### src/rtl/trng_uart_ctrl_if.sv
// Byte stream handshake between the TRNG controller (master) and the UART transmitter (slave).
interface trng_uart_ctrl_if;
  logic       tx_valid;
  logic       tx_ready;
  logic [7:0] tx_data;

  modport master (output tx_valid, output tx_data, input tx_ready);
  modport slave  (input tx_valid, input tx_data, output tx_ready);
endinterface

### src/rtl/trng_uart_ctrl.sv
// TRNG sampling, von Neumann debiasing, byte packing and FIFO buffering towards the UART,
// with a repetition-count health test that blocks output when the source looks stuck.
//
// state     | meaning
// VN_FIRST  | waiting for the first bit (a) of a sample pair
// VN_SECOND | bit a held, next strobe supplies bit b and may emit
module trng_uart_ctrl #(
  parameter int SAMPLE_DIV = 16,
  parameter int FIFO_DEPTH = 4,
  parameter int REP_LIMIT  = 32
) (
  input  logic                        clk,
  input  logic                        rst,
  input  logic                        en,
  input  logic                        rnd_raw,
  trng_uart_ctrl_if.master            tx,
  output logic                        health_fail,
  output logic                        overflow,
  output logic [$clog2(FIFO_DEPTH):0] fifo_count
);
  localparam int PW = $clog2(FIFO_DEPTH);
  localparam int CW = PW + 1;

  typedef enum logic {VN_FIRST, VN_SECOND} vn_state_t;

  logic            sync1, rnd_s;
  logic [7:0]      div_cnt;
  logic            strobe, act;
  logic            prev_smp, hist_valid;
  logic [7:0]      rep_cnt, rep_next;
  logic            fail_now;
  vn_state_t       vn_state, vn_next;
  logic            bit_a, emit, emit_bit;
  logic [6:0]      sr;
  logic [2:0]      bit_cnt;
  logic            push, pop, accept;
  logic [7:0]      push_data;
  logic [7:0]      mem [FIFO_DEPTH];
  logic [PW-1:0]   rd_ptr, wr_ptr;
  logic [CW-1:0]   count;

  always_ff @(posedge clk) begin
    if (rst) begin
      sync1 <= 1'b0;
      rnd_s <= 1'b0;
    end else begin
      sync1 <= rnd_raw;
      rnd_s <= sync1;
    end
  end

  always_ff @(posedge clk) begin
    if (rst || !en)
      div_cnt <= '0;
    else if (div_cnt == 8'(SAMPLE_DIV - 1))
      div_cnt <= '0;
    else
      div_cnt <= div_cnt + 8'd1;
  end

  assign strobe = en && (div_cnt == 8'(SAMPLE_DIV - 1));
  assign act    = strobe && !health_fail;

  assign rep_next = (hist_valid && rnd_s == prev_smp)
                  ? ((rep_cnt == 8'(REP_LIMIT)) ? rep_cnt : rep_cnt + 8'd1)
                  : 8'd1;
  assign fail_now = act && (rep_next == 8'(REP_LIMIT));

  always_ff @(posedge clk) begin
    if (rst) begin
      prev_smp    <= 1'b0;
      hist_valid  <= 1'b0;
      rep_cnt     <= '0;
      health_fail <= 1'b0;
    end else if (!en) begin
      hist_valid <= 1'b0;
      rep_cnt    <= '0;
    end else if (act) begin
      prev_smp   <= rnd_s;
      hist_valid <= 1'b1;
      rep_cnt    <= rep_next;
      if (fail_now)
        health_fail <= 1'b1;
    end
  end

  always_ff @(posedge clk) begin
    if (rst) begin
      vn_state <= VN_FIRST;
      bit_a    <= 1'b0;
    end else begin
      vn_state <= vn_next;
      if (act && vn_state == VN_FIRST)
        bit_a <= rnd_s;
    end
  end

  // Disabling or a health failure drops any half-formed pair.
  always_comb begin
    vn_next  = vn_state;
    emit     = 1'b0;
    emit_bit = bit_a;
    if (!en || fail_now) begin
      vn_next = VN_FIRST;
    end else if (act) begin
      case (vn_state)
        VN_FIRST:  vn_next = VN_SECOND;
        VN_SECOND: begin
          vn_next = VN_FIRST;
          emit    = (bit_a != rnd_s);
        end
        default:   vn_next = VN_FIRST;
      endcase
    end
  end

  assign push_data = {sr, emit_bit};
  assign push      = emit && (bit_cnt == 3'd7);

  always_ff @(posedge clk) begin
    if (rst || !en || fail_now) begin
      sr      <= '0;
      bit_cnt <= '0;
    end else if (emit) begin
      sr      <= push_data[6:0];
      bit_cnt <= bit_cnt + 3'd1;
    end
  end

  assign pop    = tx.tx_valid && tx.tx_ready;
  assign accept = push && ((count < CW'(FIFO_DEPTH)) || pop);

  always_ff @(posedge clk) begin
    if (rst) begin
      for (int i = 0; i < FIFO_DEPTH; i++)
        mem[i] <= '0;
      rd_ptr   <= '0;
      wr_ptr   <= '0;
      count    <= '0;
      overflow <= 1'b0;
    end else if (fail_now) begin
      rd_ptr <= '0;
      wr_ptr <= '0;
      count  <= '0;
    end else begin
      if (accept) begin
        mem[wr_ptr] <= push_data;
        wr_ptr      <= wr_ptr + 1'b1;
      end
      if (pop)
        rd_ptr <= rd_ptr + 1'b1;
      if (push && !accept)
        overflow <= 1'b1;
      case ({accept, pop})
        2'b10:   count <= count + 1'b1;
        2'b01:   count <= count - 1'b1;
        default: count <= count;
      endcase
    end
  end

  assign tx.tx_valid = (count != '0) && !health_fail;
  assign tx.tx_data  = mem[rd_ptr];
  assign fifo_count  = count;
endmodule
### src/flat_wrapper.sv
// flat-port wrapper written by rule: the top's interface ports become plain ports
module trng_uart_ctrl_flat 
#(
  parameter int SAMPLE_DIV = 16,
  parameter int FIFO_DEPTH = 4,
  parameter int REP_LIMIT  = 32
)
  (clk, rst, en, rnd_raw, health_fail, overflow, fifo_count, tx_tx_valid, tx_tx_data, tx_tx_ready);
  trng_uart_ctrl_if tx_i ();
  input  logic clk;
  input  logic rst;
  input  logic en;
  input  logic rnd_raw;
  output logic health_fail;
  output logic overflow;
  output logic [$clog2(FIFO_DEPTH):0] fifo_count;
  output wire logic [$bits(tx_i.tx_valid)-1:0] tx_tx_valid;
  output wire logic [$bits(tx_i.tx_data)-1:0] tx_tx_data;
  input wire logic [$bits(tx_i.tx_ready)-1:0] tx_tx_ready;
  assign tx_tx_valid = tx_i.tx_valid;
  assign tx_tx_data = tx_i.tx_data;
  assign tx_i.tx_ready = tx_tx_ready;
  trng_uart_ctrl #(.SAMPLE_DIV(SAMPLE_DIV), .FIFO_DEPTH(FIFO_DEPTH), .REP_LIMIT(REP_LIMIT)) u_core (.clk(clk), .rst(rst), .en(en), .rnd_raw(rnd_raw), .tx(tx_i), .health_fail(health_fail), .overflow(overflow), .fifo_count(fifo_count));
endmodule
### config.mk
export PLATFORM = sky130hd
export DESIGN_NAME = trng_uart_ctrl_flat
export DESIGN_NICKNAME = d
export VERILOG_FILES = /design/src/rtl/trng_uart_ctrl_if.sv /design/src/rtl/trng_uart_ctrl.sv /design/src/flat_wrapper.sv
export SDC_FILE = /design/constraint.sdc
export NUM_CORES = 1
export LEC_CHECK = 0
export ABC_AREA = 1
export CORE_MARGIN = 4
export CORE_UTILIZATION = 55
export DETAILED_ROUTE_END_ITERATION = 6
export PLACE_DENSITY = 0.86
export SLEW_MARGIN = 20
export SYNTH_ARGS = -nofsm -noshare
export SYNTH_HDL_FRONTEND = slang
export SYNTH_SLANG_ARGS = --single-unit
### constraint.sdc
create_clock -name clk -period 6.8 [get_ports clk]
set_input_delay 2.04 -clock clk [delete_from_list [all_inputs] [get_ports clk]]
set_output_delay 2.04 -clock clk [all_outputs]
set_load 0.1 [all_outputs]
==> qor.csv <==
stage;metric;value;unit
placement;pre_cts_slack;1.754;ns
routing;vias_per_cell;5.341;
clock_network;htree_levels;3;
clock_network;post_cts_resized;0;
timing;maxSlewViolCount;0;
critical_path;crit_fanout;17;
power_and_ir_drop;p_comb_share;4.9;%
timing;fin_crit_sh;70.57;%
synthesis;synth_top_area_share;28.92;%
placement;place.port_buffers;18;
timing;min_period;4.799;ns
hold_path;hold_path_depth;2;
synthesis;netlist_instances;382;
die;dieArea;7350;um2
synthesis;syn_nets;394;
routing;drc_errors;0;
power_and_ir_drop;p_leak;0.001384;uW
finish;antenna_cells;0;
power_and_ir_drop;seqPwrFrac;55.0;%
die;die_width;85.73;um
synthesis;async_flop_share;0;%
clock_network;cts_made_buffers;9;
clock_network;clk-insertion-delay-late;0.35;ns
hold_path;hp-class;reg2reg;
routing;ant_nets;0;
critical_path;worst_ep_arrival_time;2.76;ns
synthesis;yosysTopAreaCell;edfxtp_1;
power_and_ir_drop;p_int;664.0;uW
synthesis;ys.flop_type;dfxtp_1;
power_and_ir_drop;switching_share;24.26;%
critical_path;criticalPathCategory;reg2out;
synthesis;seq_area_frac_synth;54.82;%
placement;dp_hpwl;4.763;mm
grt;grt_pass1_wl;11.41;mm
timing;hold_viol_final;0;
power_and_ir_drop;p_switching;212.7;uW
hold_path;min-delay-start;u_core.sync1$_SDFF_PP0_;
grt;grt_antenna_before_repair;0;
clock_network;path_clk_slew;0.09;ns
routing;drt_wl_total;6.793;mm
clock_network;cts_sinks;75;
synthesis;synth_seq_cells;75;
routing;dr.pass1.iters;4;
synthesis;ys_types;29;
critical_path;rr_startpoint;u_core.div_cnt[0]$_SDFF_PP0_;
job;max_cap_viol_count;0;
timing;finalSetupTns;0;ns
synthesis;syn_area_per_cell;8.699;um2
critical_path;rrSetupSlack;3.67;ns
routing;drt-initial-drc-count;119;
finish;syn_to_final_growth;13.93;%
synthesis;ys_top_cells_by_count;nor2_1, nand2_1, dfxtp_1, inv_1, o21ai_0;
power_and_ir_drop;clkPwrFrac;40.1;%
routing;num_vias;2601;
clock_network;postCtsSetupBuffers;0;
synthesis;yosysMostFrequentCell;nor2_1;
synthesis;synth_area;3323;um2
power_and_ir_drop;cellPowerDensity;231.6;nW/um2
critical_path;cp-start-kind;register;
timing;max_freq;208.4;MHz
placement;place_congestion;0.8381;
clock_network;clock_path_buffers;2;
timing;skew;0.01669;ns
die;die_height;85.73;um
clock_network;cts_tree;built;
critical_path;cp-end-kind;output pin;
critical_path;r2r-end;u_core.fifo_count[2]$_SDFFE_PP0P_;
grt;gr-total-overflow;0;
finish;final_nets;419;
synthesis;synth_warnings;0;
clock_network;cts_hold_buffers;0;
grt;grt_use_total;20.25;%
timing;max_slew_margin;34.90;%
timing;rsz0062_at_grt;false;
synthesis;yosys-top-cells-area;edfxtp_1, dfxtp_1, nor2_1;
timing;worst_pin_slew;0.9734;ns
power_and_ir_drop;ir_worst_vdd;225.8;uV
grt;first_global_vias;2543;
hold_path;worstHoldEndpoint;u_core.rnd_s$_SDFF_PP0_;
timing;setup_ws;2.001;ns
die;io_pins;19;
run_status;outcome;complete, no violations;
die;coreArea;5886;um2
critical_path;required;4.76;ns
finish;drive_gt1_share;8.252;%
clock_network;clockRootBuffer;clkbuf_8;
die;initial_core_util;56.46;%
routing;wl_per_cell;13.95;um
timing;setup_violations;0;
die;core.rowCount;28;
grt;grt_max_degree;18;
critical_path;ff2ff_path_depth;14;
synthesis;synth_edf_count;32;
==> critical path, stage by stage, from the launching register on <==
cell             delay, ns
dfxtp_1               0.47
inv_1                 0.40
nor2_1                0.15
o22ai_1               0.22
clkdlybuf4s50_1       1.16
==> area by class of cell <==
cell class | instances | area [um2]
fillers | 478 | 2100
clock buffers | 9 | 123.9
multi-input cells | 257 | 1310
flip-flops and latches | 75 | 1822
repair buffers | 18 | 180.2
inverters | 46 | 172.7
clock inverters | 7 | 83.83
well taps | 75 | 93.84
==> placed cells by master (no fill, tap or decap), drive strengths merged, types with 7 or more instances in the layout <==
cell	n
nor2	89
nand2	49
inv	49
dfxtp	43
o21ai	39
edfxtp	32
a21oi	27
clkdlybuf4s50	18
nand3	15
clkbuf	9
o22ai	8
xor2	7
==> state kept, by name (all words and copies together), names as in the netlist, 2 cells and up, named ones only <==
name,count
u_core.div_cnt,8
u_core.rd_ptr,2
u_core.sr,7
u_core.rep_cnt,8
u_core.wr_ptr,2
u_core.bit_cnt,3
u_core.mem,32
u_core.fifo_count,3
==> worst max path at each step <==
stage	slack [ns]	cells past startpoint	end	startpoint
CTS	1.96	4	tx_tx_data[5]	register
global route	1.74	4	tx_tx_data[5]	register
global placement	1.88	14	u_core.fifo_count[2]$_SDFFE_PP0P_	en
detailed placement	1.75	14	u_core.fifo_count[2]$_SDFFE_PP0P_	en
floorplan	2.03	2	tx_tx_valid	u_core.fifo_count[0]$_SDFFE_PP0P_
finish	2.00	4	tx_tx_data[5]	register
==> power by group through the flow <==
stage / logic, uW / clock network (uW) / registers (uW)
final: 42.7 / 352 / 482
after global routing: 45.3 / 379 / 483
after floorplan: 30.9 / 0 / 491
after detailed placement: 42.6 / 0 / 493
after global placement: 41.6 / 0 / 492
after CTS: 42.7 / 357 / 482
==> cells by family (layout without fill, tap and decap cells) <==
logic type      Yosys count  in the layout  share of synthesized area (%)
compound gates           75             75                          11.67
xor+xnor                  7              7                          1.845
fa+ha+maj                 7              7                          2.861
buf+inv                  50             80                          5.760
flops                    75             75                          54.82
simple gates            168            168                          23.04
==> metrics by stage <==
stage	total power, uW	hold WS [ns]	area (um2)	utilization [%]	instances
3_5_place_dp	535.4	0.3958	3578	60.80	471
6_report	876.8	0.4082	3786	64.33	487
3_3_place_gp	533.7	0.3930	3578	60.80	471
5_1_grt	908.1	0.4484	3786	64.33	487
4_1_cts	882.3	0.4101	3786	64.33	487
2_1_floorplan	522.0	0.3883	3323	-	382
==> routing by layer <==
layer / share of wire (%) / vias to the layer above / routed length (um) / global-route usage (%)
li1: - / 1314 / - / -
met1: 40 / 1190 / 2726 / 22.64
met2: 53 / 81 / 3571 / 35.59
met3: 5.0 / 16 / 342 / 6.148
met4: 2.3 / 0 / 153 / 8.777
met5: 0 / - / 0 / 0
(Power assumes the default switching activity.)
